==> src/rtl/pipe_pkg.sv <==
// Shared pipeline definitions: bubble encoding, default reset PC and the
// instruction-queue entry layout handed to the IF/ID register.
package pipe_pkg;

    localparam logic [31:0] NOP_INST         = 32'hff000000;
    localparam logic [31:0] RESET_PC_DEFAULT = 32'h00000000;

    typedef struct packed {
        logic [31:0] inst;
        logic [31:0] pc4;
    } fetch_entry_t;

endpackage

==> src/rtl/inst_fifo.sv <==
// Synchronous FIFO with push/pop/flush, occupancy count and full/empty flags.
// Push and pop may coincide at any occupancy, including full.
module inst_fifo
    import pipe_pkg::*;
#(
    parameter int DEPTH = 4,
    parameter int WIDTH = 32
) (
    input  logic                    clk,
    input  logic                    rst,
    input  logic                    push,
    input  logic                    pop,
    input  logic                    flush,
    input  logic [WIDTH-1:0]        din,
    output logic [WIDTH-1:0]        dout,
    output logic [$clog2(DEPTH):0]  count,
    output logic                    full,
    output logic                    empty
);

    localparam int AW = $clog2(DEPTH);
    localparam int CW = AW + 1;
    localparam logic [CW-1:0] FULL_CNT = CW'(DEPTH);

    logic [WIDTH-1:0] mem [DEPTH];
    logic [AW-1:0]    wptr;
    logic [AW-1:0]    rptr;
    logic             do_push;
    logic             do_pop;

    assign empty   = (count == '0);
    assign full    = (count == FULL_CNT);
    assign dout    = mem[rptr];
    assign do_pop  = pop && !empty;
    assign do_push = push && (!full || do_pop);

    // Storage is never reset; a slot is only read once count marks it live.
    always_ff @(posedge clk) begin
        if (do_push && !flush) begin
            mem[wptr] <= din;
        end
    end

    // Pointers and occupancy; flush discards everything including a same-cycle push.
    always_ff @(posedge clk) begin
        if (rst || flush) begin
            wptr  <= '0;
            rptr  <= '0;
            count <= '0;
        end else begin
            if (do_push) wptr <= wptr + 1'b1;
            if (do_pop)  rptr <= rptr + 1'b1;
            count <= count + CW'(do_push) - CW'(do_pop);
        end
    end

    a_no_overflow: assert property (@(posedge clk) disable iff (rst)
        !(push && full && !pop && !flush));

endmodule

==> src/rtl/fetch_stage.sv <==
// Instruction-fetch stage: owns the PC, issues in-order reads, queues returned
// words with their PC+4 and feeds the IF/ID register. Wrong-path responses that
// are still in flight at a redirect are discarded through the drop counter.
module fetch_stage
    import pipe_pkg::*;
#(
    parameter int          DEPTH    = 4,
    parameter logic [31:0] RESET_PC = RESET_PC_DEFAULT
) (
    input  logic        clk,
    input  logic        rst,
    output logic        imem_req,
    output logic [31:0] imem_addr,
    input  logic        imem_ready,
    input  logic        imem_rvalid,
    input  logic [31:0] imem_rdata,
    input  logic        stall,
    input  logic        redirect,
    input  logic [31:0] redirect_pc,
    output logic [31:0] inst_out,
    output logic [31:0] pc4_out,
    output logic        inst_valid
);

    localparam int CW  = $clog2(DEPTH) + 1;
    localparam int CW1 = CW + 1;
    localparam logic [CW:0] CREDITS = CW1'(DEPTH);

    logic [31:0]   pc;
    logic [CW-1:0] outstanding;
    logic [CW-1:0] drop;

    logic [CW-1:0] q_count;
    logic          q_full;
    logic          q_empty;
    logic [63:0]   q_dout;
    fetch_entry_t  q_head;
    fetch_entry_t  q_din;

    logic [CW-1:0] t_count;
    logic          t_full;
    logic          t_empty;
    logic [31:0]   tag_pc;

    logic [CW:0]   credit_used;
    logic          issue;
    logic          push;
    logic          pop;
    logic          consume;

    // Credit covers both queued words and requests still owed by memory,
    // so a returning word always finds room.
    assign credit_used = CW1'(q_count) + CW1'(outstanding);
    assign imem_req    = !rst && !redirect && (credit_used < CREDITS);
    assign imem_addr   = {pc[31:2], 2'b00};
    assign issue       = imem_req && imem_ready;

    assign consume     = imem_rvalid && (drop != '0);
    assign push        = imem_rvalid && !redirect && (drop == '0);
    assign q_din       = '{inst: imem_rdata, pc4: tag_pc + 32'd4};
    assign q_head      = fetch_entry_t'(q_dout);

    assign inst_valid  = !rst && !redirect && !q_empty;
    assign pop         = inst_valid && !stall;

    // Head entry, or the bubble whenever nothing real can be presented.
    always_comb begin
        inst_out = NOP_INST;
        pc4_out  = '0;
        if (inst_valid) begin
            inst_out = q_head.inst;
            pc4_out  = q_head.pc4;
        end
    end

    // PC, in-flight and drop bookkeeping; a redirect marks every request
    // still in flight after this edge as wrong-path.
    always_ff @(posedge clk) begin
        if (rst) begin
            pc          <= RESET_PC;
            outstanding <= '0;
            drop        <= '0;
        end else begin
            outstanding <= outstanding + CW'(issue) - CW'(imem_rvalid);
            if (redirect) begin
                pc   <= redirect_pc;
                drop <= outstanding - CW'(imem_rvalid);
            end else begin
                if (issue)   pc   <= pc + 32'd4;
                if (consume) drop <= drop - CW'(1);
            end
        end
    end

    inst_fifo #(.DEPTH(DEPTH), .WIDTH(64)) u_data_q (
        .clk   (clk),
        .rst   (rst),
        .push  (push),
        .pop   (pop),
        .flush (redirect),
        .din   (q_din),
        .dout  (q_dout),
        .count (q_count),
        .full  (q_full),
        .empty (q_empty)
    );

    // Fetch PC of each in-flight request; dropped responses still retire their tag.
    inst_fifo #(.DEPTH(DEPTH), .WIDTH(32)) u_tag_q (
        .clk   (clk),
        .rst   (rst),
        .push  (issue),
        .pop   (imem_rvalid),
        .flush (1'b0),
        .din   (pc),
        .dout  (tag_pc),
        .count (t_count),
        .full  (t_full),
        .empty (t_empty)
    );

    a_tag_matches_outstanding: assert property (@(posedge clk) disable iff (rst)
        t_count == outstanding);
    a_no_orphan_response: assert property (@(posedge clk) disable iff (rst)
        !(imem_rvalid && t_empty));
    a_no_tag_overflow: assert property (@(posedge clk) disable iff (rst)
        !(issue && t_full));
    a_no_data_overflow: assert property (@(posedge clk) disable iff (rst)
        !(push && q_full));

endmodule

==> config.mk <==
export PLATFORM = sky130hd
export DESIGN_NAME = fetch_stage
export DESIGN_NICKNAME = d
export VERILOG_FILES = /design/src/rtl/pipe_pkg.sv /design/src/rtl/inst_fifo.sv /design/src/rtl/fetch_stage.sv
export SDC_FILE = /design/constraint.sdc
export NUM_CORES = 1
export LEC_CHECK = 0
export BUFFER_PORTS_ARGS = -buffer_cell sky130_fd_sc_hd__buf_2
export CORE_MARGIN = 2
export CORE_UTILIZATION = 40
export CTS_BUF_LIST = sky130_fd_sc_hd__clkbuf_8
export CTS_CLUSTER_DIAMETER = 120
export DETAILED_ROUTE_END_ITERATION = 12
export GPL_ROUTABILITY_DRIVEN = 0
export GPL_TIMING_DRIVEN = 0
export PLACE_DENSITY = 0.67
export RECOVER_POWER = 50
export SLEW_MARGIN = 15
export SYNTH_ARGS = -nofsm -noshare
export SYNTH_HDL_FRONTEND = slang
export SYNTH_SLANG_ARGS = --single-unit
==> constraint.sdc <==
create_clock -name clk -period 6.1 [get_ports clk]
set_input_delay 1.22 -clock clk [delete_from_list [all_inputs] [get_ports clk]]
set_output_delay 1.22 -clock clk [all_outputs]
set_load 0.005 [all_outputs]
==> impl_metrics.ini, run 1 <==
[run_status]
status = finished, violations left
violations = capacitance limit

[sta]
setup_tns_ps = 0
finalHoldViolations = 0
drv_slew = 0
relSlewSlack_pct = 0.411
max_clock_freq_ghz = 0.207
period_share_pct = 79.3
final.min_clock_period_ps = 4830
setup_viol = 0
tightest_slew_ps = 1480
rsz0062_at_grt = false
clock_skew_ps = 26.2

[synthesis]
yosysMostFrequentCell = edfxtp_1
ys_types = 64
yosysSeqAreaShare_pct = 69.4
netlist_top_cells_count = 384 x edfxtp_1, 95 x mux4_2, 60 x nor2b_1
synth_edf_count = 384
synth-main-ff-cell = edfxtp_1
syn_area_um2 = 18200
netlist_instances = 1061
avgSynthCellArea_um2 = 17.2
synth.top_cell.area_share_pct = 63.3
async_reset_ff_share_pct = 0
synth_warnings = 0
synth_area_leader_cell = edfxtp_1
synth_area_leaders = edfxtp_1 63%, mux4_2 12%, dfxtp_1 6.1%
yosys_register_bits = 440

[critical_path]
path_buf_inv = 5
start_kind = input port
worstPathMaxFanout = 10
critical_path.max_stage_delay_ps = 580
cpLargestDelayFamily = buffers and inverters
slowest_stage = clkbuf_1
path_common_cell = clkbuf_1
path_class = input port to output port
required_ps = 4880
crit_arrival_ps = 3610
startpoint = redirect
end_kind = output port
path_cells = clkbuf_1, clkbuf_1, nor2_1, o31ai_1, clkbuf_1, clkbuf_1, nor2b_1, buf_2

[worst_hold_path]
min-delay-start = u_tag_q.rptr[1]
hold_path.class = register to register

[cells_and_area]
layout.nets = 1403
fin_cells = 1961
drive_above_1_share_pct = 28.2
syn_to_final_growth_pct = 16.5
final_core_util_pct = 47.0

[placed_design]
post-dp-hpwl_um = 26000
port_buffers = 165
dp_cells = 1835

[power_and_ir_drop]
pwr_density_cell_nw_per_um2 = 320
power.total_w = 0.00680
ir_drop_uv = 140
p_leak_nw = 7.20

[global_route]
antenna_found_initial = 0
globalRouteOverflowTotal = 0
grt_pass1_wl_um = 59300
grt_max_degree = 44
grt_use_total_pct = 16.4
first_global_vias = 10314

[cts]
clock_tree.root_cell = clkbuf_8
cts_buffers = 71
insertion_delay_ps = 600
cts_resized = 0
cts.path.max_buffers = 3
cts_tree = yes
cts.clk_slew.worst_paths_ps = 60
hold_buffers = 0
cts.sink_count = 440
post-cts-setup-buffers = 0
cts_max_level = 3

[floorplanning]
start_util_pct = 40.3
core_um2 = 45200
die_y_um = 217
rows = 78
die-area_um2 = 47300
die_w_um = 217
ioPinCount = 168

[route]
avgRoutedWirePerCell_um = 19.9
drt_iter0_drc = 771
drtAntennaViolNets = 0
first_pass_iters = 5
num_vias = 10166
via_per_inst = 5.18
wirelength_um = 39000
drc = 0

[run]
maxCapViolCount = 1
## path summary, 6_finish.rpt
| path | end | slack, ps | cells after the start |
|---|---|---|---|
| min | u_tag_q.rptr[1] | 530 | 2 |
| max reg2reg | u_data_q.mem[1][31] | 2320 | 6 |
| min reg2reg | u_tag_q.rptr[1] | 530 | 2 |
| max | pc4_out[29] | 1270 | 8 |
## cell type report
cell class / count / area [um^2]
diodes: 2 / 5.00
plain buffers: 81 / 443
clock buffers: 82 / 1130
clock inverters: 42 / 224
fillers: 3863 / 24000
inverters: 27 / 101
multi-input cells: 514 / 4960
flip-flops and latches: 440 / 12700
well taps: 600 / 751
repair buffers: 173 / 966
## power breakdown
group,leakage [nW],internal (W),total (W),switching [W]
logic,2.47,0.000384,0.000849,0.000466
registers,3.95,0.00348,0.00355,0.0000770
clock network,0.770,0.00127,0.00239,0.00112
total,7.20,0.00513,0.00680,0.00166
## worst reg2reg max path, cell delays in order (launching register included)
cell and delay (ps):
dfxtp_1 440, clkbuf_1 580, mux4_2 420, nand4_1 160, nor4_1 1240, nand4_1 230, xnor2_1 460
## through the flow
| stage | setup slack, ps | hold WS, ps | area (um^2) |
|---|---|---|---|
| 6_report | 1270 | 533 | 21200 |
| 5_1_grt | 1030 | 553 | 21200 |
| 4_1_cts | 1190 | 541 | 21400 |
| 3_5_place_dp | 1180 | 513 | 20000 |
| 3_3_place_gp | 194 | 511 | 19800 |
| 2_1_floorplan | 1790 | 459 | 18200 |
## state kept, by name, indices dropped and copies added (netlist names), named ones only
register,flops
u_data_q.mem,256
u_tag_q.mem,128
pc,32
drop,3
outstanding,3
u_data_q.count,3
u_tag_q.count,3
u_data_q.rptr,2
u_data_q.wptr,2
u_tag_q.rptr,2
u_tag_q.wptr,2
## kinds of logic after synthesis
logic type,synth area share (%)
compound gates,2.66
xor+xnor,2.40
other cells,0.0206
fa+ha+maj,1.84
flops,69.4
mux,12.4
buf+inv,3.18
simple gates,8.12
## metal layers
layer  wire length, um  up-vias  part of all wire [%]  GRT usage, %
met1             17000     5126                    44          22.4
met3              2480       66                   6.4          3.65
met2             18500      372                    48          25.8
met5                 0        -                     0             0
met4               986        0                   2.5          6.00
li1                  -     4602                     -             -
## placed cells by master (no fill, tap or decap), drive strengths merged, types with 9 or more instances in the layout
| cell type | netlist | layout |
|---|---|---|
| a31oi | 11 | 11 |
| clkbuf | 29 | 183 |
| nor2b | 60 | 60 |
| a211oi | 10 | 10 |
| xor2 | 11 | 11 |
| inv | 26 | 51 |
| nor2 | 44 | 44 |
| nor3 | 9 | 9 |
| and3 | 10 | 10 |
| nand4 | 23 | 23 |
| or2 | 10 | 10 |
| buf | 52 | 153 |
| and2 | 17 | 17 |
| nand2 | 32 | 32 |
| a21oi | 22 | 22 |
| edfxtp | 384 | 384 |
| nand3 | 26 | 26 |
| xnor2 | 39 | 39 |
| ha | 22 | 22 |
| clkinv | 1 | 14 |
| mux4 | 96 | 96 |
| dfxtp | 56 | 56 |
| o21ai | 9 | 9 |
No activity file was read; power rests on OpenSTA's default activity.
==> run 2, diff against run 1 <==
- PLACE_DENSITY: 0.67 -> 0.7
- clock period: 6.1 -> 4 ns (I/O delays scaled with it)
==> run 2 against run 1 <==
Compared with the run above: the flow now finishes without violations; combinational power grew 51%; critical endpoint is now pc4_out[28]; critical path depth is the same; clock skew grew 2.3 ps; sequential cell count is the same; non-clock buffer count is the same; largest cell class unchanged.
==> impl_metrics.ini, run 2 (synthesis gave the netlist of run 1 again) <==
[sta]
period_share_pct = 95.0
relSlewSlack_pct = 6.33
final.min_clock_period_ps = 3800
clock_skew_ps = 28.5
tightest_slew_ps = 1410
setup_tns_ps = 0
max_clock_freq_ghz = 0.263
rsz0062_at_grt = false
drv_slew = 0
finalHoldViolations = 0
setup_viol = 0

[cts]
cts_buffers = 69
post-cts-setup-buffers = 0
cts_max_level = 3
clock_tree.root_cell = clkbuf_8
cts.clk_slew.worst_paths_ps = 60
insertion_delay_ps = 590
cts_tree = yes
cts.path.max_buffers = 3
cts.sink_count = 440
hold_buffers = 0

[critical_path]
end_kind = output port
slowest_stage = clkbuf_1
required_ps = 3200
r2r_slack_ps = 510
reg2reg_to = u_data_q.mem[1][31]
path_cells = buf_2, clkbuf_1, nor2_1, o31ai_2, clkbuf_2, clkbuf_1, nor2b_1, buf_2
worstPathMaxFanout = 10
crit_arrival_ps = 3000
path_class = input port to output port
critical_path.max_stage_delay_ps = 470
start_kind = input port
rr_worst_depth = 7

[global_route]
grt_use_total_pct = 16.2
grt_pass1_wl_um = 58100
antenna_found_initial = 0
grt_max_degree = 41
first_global_vias = 10086
globalRouteOverflowTotal = 0

[route]
num_vias = 10015
via_per_inst = 5.12
drtAntennaViolNets = 0
wirelength_um = 38100
first_pass_iters = 5
drc = 0
avgRoutedWirePerCell_um = 19.5
drt_iter0_drc = 687

[cells_and_area]
diodes = 0
final_core_util_pct = 46.8
final_common_cell = edfxtp_1
regMostFlops = u_data_q.mem
drive_above_1_share_pct = 28.1
n_fill_cell = 3892
biggestRegsByFlops = u_data_q.mem: 256 flops, u_tag_q.mem: 128 flops, pc: 32 flops
layout.nets = 1401
syn_to_final_growth_pct = 16.0
largest_reg_flops = 256
layout_common_cells = 384 x edfxtp_1, 142 x buf_2, 95 x mux4_2, 73 x clkbuf_1, 70 x clkbuf_8

[power_and_ir_drop]
ir_drop_uv = 252
pwr_density_cell_nw_per_um2 = 477
p_leak_nw = 7.18

[worst_hold_path]
min-delay-start = imem_rdata[24]
hold_depth = 1
hold_path.class = input port to register
holdPathEnd = u_data_q.mem[2][56]

[floorplanning]
ioPinCount = 168
die_y_um = 217
rows = 78
die-area_um2 = 47300
core_um2 = 45200
die_w_um = 217
start_util_pct = 40.3

[run]
maxCapViolCount = 0

[placed_design]
post-dp-hpwl_um = 26100
port_buffers = 165

[run_status]
status = finished clean
==> run 2: cell count changes in the layout (fill, tap and decap cells not counted), moves of 4 or more <==
cell / previous run / this run
clkbuf_8: 82 / 70
clkinv_1: 10 / 18
clkbuf_1: 79 / 73
and2_2: 2 / 7
clkbuf_4: 22 / 27
and2_4: 4 / 0
==> run 2: metal layers <==
metal	GRT usage, %	part of all wire, %
met4	4.82	1.9
met3	2.89	6.4
met2	26.7	48
met1	22.0	43
met5	0	0
==> run 2: cell type report <==
| type | instances | area, um^2 | area share, % |
|---|---|---|---|
| sequential | 440 | 12700 | 59.8 |
| tap | 600 | 751 | 3.55 |
| timing repair buffer | 173 | 981 | 4.64 |
| inverter | 27 | 101 | 0.479 |
| clock buffer | 70 | 963 | 4.56 |
| multi-input combinational | 514 | 5000 | 23.7 |
| clock inverter | 50 | 256 | 1.21 |
| buffer | 81 | 439 | 2.08 |
==> run 2: how the worst max path moves through the flow <==
stage / cells past startpoint / slack (ps) / start / endpoint
global placement: 7 / -1500 / rst / u_data_q.mem[1][36]
detailed placement: 8 / -30 / redirect / pc4_out[28]
global route: 5 / 20 / register / inst_out[30]
finish: 8 / 200 / redirect / pc4_out[28]
CTS: 8 / 30 / redirect / pc4_out[28]
floorplan: 6 / 110 / redirect / u_data_q.mem[1][0]
==> run 2: what timing repair did <==
| item | in CTS | in global routing |
|---|---|---|
| endpoints found under the setup margin | 12 | 20 |
| endpoints found under the hold margin | 0 | 0 |
| gates resized for setup | 1 | 2 |
==> run 2: stage by stage <==
stage | hold WS [ps] | total power (W) | worst slack (ps) | instances | instance area, um^2
after global routing | 464 | 0.0105 | 16.4 | 1955 | 21100
after detailed placement | 520 | 0.00685 | -34.8 | 1835 | 20000
final | 465 | 0.0101 | 199 | 1955 | 21100
after floorplan | 459 | 0.00644 | 109 | 1062 | 18200
after CTS | 381 | 0.0102 | 31.1 | 1955 | 21200
after global placement | 510 | 0.00679 | -1500 | 1827 | 19800
==> run 2: power by group <==
part	internal, W	switching, W
sequential	0.00530	0.000117
combinational	0.000567	0.000715
clock	0.00171	0.00168
total	0.00757	0.00251
==> run 2: critical path, delay by kind of cell <==
kind / cells / cell delay (ps)
compound gates: 1 / 220
buf+inv: 5 / 1640
simple gates: 2 / 330
==> run 3, diff against run 2 <==
- PLACE_DENSITY: 0.7 -> 0.67
- SKIP_CTS_REPAIR_TIMING: unset -> 1
- SLEW_MARGIN: 15 -> unset
- clock period: 4 -> 4.68 ns (I/O delays scaled with it)
==> run 3 against run 2 <==
Compared with the run above: critical path depth did not move; final cell count rose by 0.15%; cell area barely moved; register-to-register slack improved by 290 ps; the run now ends with capacitance limit, slew limit left; combinational power fell by 13%; largest power group unchanged; count of clock-buffer cells in the layout rose by 10; wire length rose by 2.3%; critical path type unchanged; sequential share of layout area barely moved; utilization barely moved.
==> impl_metrics.ini, run 3 (synthesis gave the netlist of run 1 again) <==
[run_status]
status = finished, violations left
violations = capacitance limit, slew limit

[cts]
cts.path.max_buffers = 3
cts.clk_slew.worst_paths_ps = 50
cts_max_level = 3
cts.sink_count = 440
cts_buffers = 73
clock_tree.root_cell = clkbuf_8
cts_tree = yes
insertion_delay_ps = 600

[critical_path]
worstPathMaxFanout = 10
reg2reg_to = u_tag_q.mem[1][23]
end_kind = output port
crit_arrival_ps = 3420
r2r-start = u_data_q.count[2]
rr_worst_depth = 7
path_class = input port to output port
start_kind = input port
required_ps = 3740
r2r_slack_ps = 800

[floorplanning]
die_w_um = 217
ioPinCount = 168
core_um2 = 45200
die_y_um = 217
die-area_um2 = 47300
start_util_pct = 40.3
rows = 78

[route]
drt_iter0_drc = 821
num_vias = 10225
drc = 0
drtAntennaViolNets = 0
first_pass_iters = 5
via_per_inst = 5.22
wirelength_um = 39000
avgRoutedWirePerCell_um = 19.9

[sta]
max_clock_freq_ghz = 0.230
setup_viol = 0
tightest_slew_ps = 1750
clock_skew_ps = 26.4
finalHoldViolations = 0
period_share_pct = 93.1
setup_tns_ps = 0
final.min_clock_period_ps = 4360
drv_slew = 42
rsz0062_at_grt = false
relSlewSlack_pct = -16.8
whs_ps = 539

[cells_and_area]
final_core_util_pct = 46.8
final_common_cell = edfxtp_1
drive_above_1_share_pct = 27.4
layout_common_cells = 384 x edfxtp_1, 138 x buf_2, 95 x mux4_2, 80 x clkbuf_8, 79 x clkbuf_1
syn_to_final_growth_pct = 15.9
diodes = 0
layout.nets = 1402
largest_reg_flops = 256
biggestRegsByFlops = u_data_q.mem: 256 flops, u_tag_q.mem: 128 flops, pc: 32 flops
regMostFlops = u_data_q.mem

[power_and_ir_drop]
switching_share_pct = 24.6
power.internal_w = 0.00665
seqPwrFrac_pct = 52.5
p_comb_share_pct = 12.6
p_clk_share_pct = 34.9
p_leak_nw = 7.19
pwr_density_cell_nw_per_um2 = 417
switchingPower_w = 0.00217
ir_drop_uv = 198

[placed_design]
port_buffers = 165
post-dp-hpwl_um = 25500

[global_route]
grt_pass1_wl_um = 58900
globalRouteOverflowTotal = 0
first_global_vias = 10348
antenna_found_initial = 0
grt_use_total_pct = 16.4
grt_max_degree = 58

[worst_hold_path]
hold_path.class = register to register
holdPathEnd = u_tag_q.rptr[1]
hold_depth = 2
min-delay-start = u_tag_q.rptr[1]

[run]
maxCapViolCount = 2
-- run 3: worst max-delay path: stages --
cell	delay [ps]
clkbuf_1	120
clkbuf_1	500
nor2_1	180
o31ai_1	320
clkbuf_1	610
clkbuf_1	460
nor2b_1	130
buf_2	150
-- run 3: layout make-up --
cell class / count / area [um^2]
clock inverters: 46 / 225
well taps: 600 / 751
clock buffers: 80 / 1100
flip-flops and latches: 440 / 12700
inverters: 27 / 101
plain buffers: 81 / 445
multi-input cells: 514 / 4950
fillers: 3884 / 24100
repair buffers: 170 / 906
-- run 3: metrics by stage --
stage	total power, W	instance area [um^2]	setup WS [ps]	instances
2_1_floorplan	0.00550	18200	653	1062
3_3_place_gp	0.00581	19800	-942	1827
3_5_place_dp	0.00586	20000	318	1832
4_1_cts	0.00895	21300	302	1958
5_1_grt	0.00921	21100	118	1958
6_report	0.00882	21100	323	1958
-- run 3: layer usage --
layer | global-route usage, % | share of wire [%] | up-vias
met3 | 3.36 | 7.2 | 69
met5 | 0 | 0 | -
met4 | 5.96 | 2.5 | 0
li1 | - | - | 4615
met2 | 26.3 | 48 | 432
met1 | 22.2 | 43 | 5109
-- run 3: worst max path at each step --
stage / endpoint / slack, ps / cells past startpoint / startpoint
2_1_floorplan: u_data_q.mem[1][0] / 650 / 6 / redirect
3_3_place_gp: u_data_q.mem[1][39] / -940 / 7 / redirect
3_5_place_dp: inst_out[21] / 320 / 8 / redirect
4_1_cts: inst_out[21] / 300 / 8 / redirect
5_1_grt: pc4_out[27] / 120 / 8 / redirect
6_report: pc4_out[27] / 320 / 8 / redirect
-- run 3: power by group through the flow --
stage	combinational (W)	sequential, W	clock (W)
floorplan	0.000830	0.00467	0
global placement	0.00110	0.00471	0
detailed placement	0.00114	0.00471	0
CTS	0.00115	0.00463	0.00317
global route	0.00122	0.00465	0.00335
finish	0.00111	0.00463	0.00308
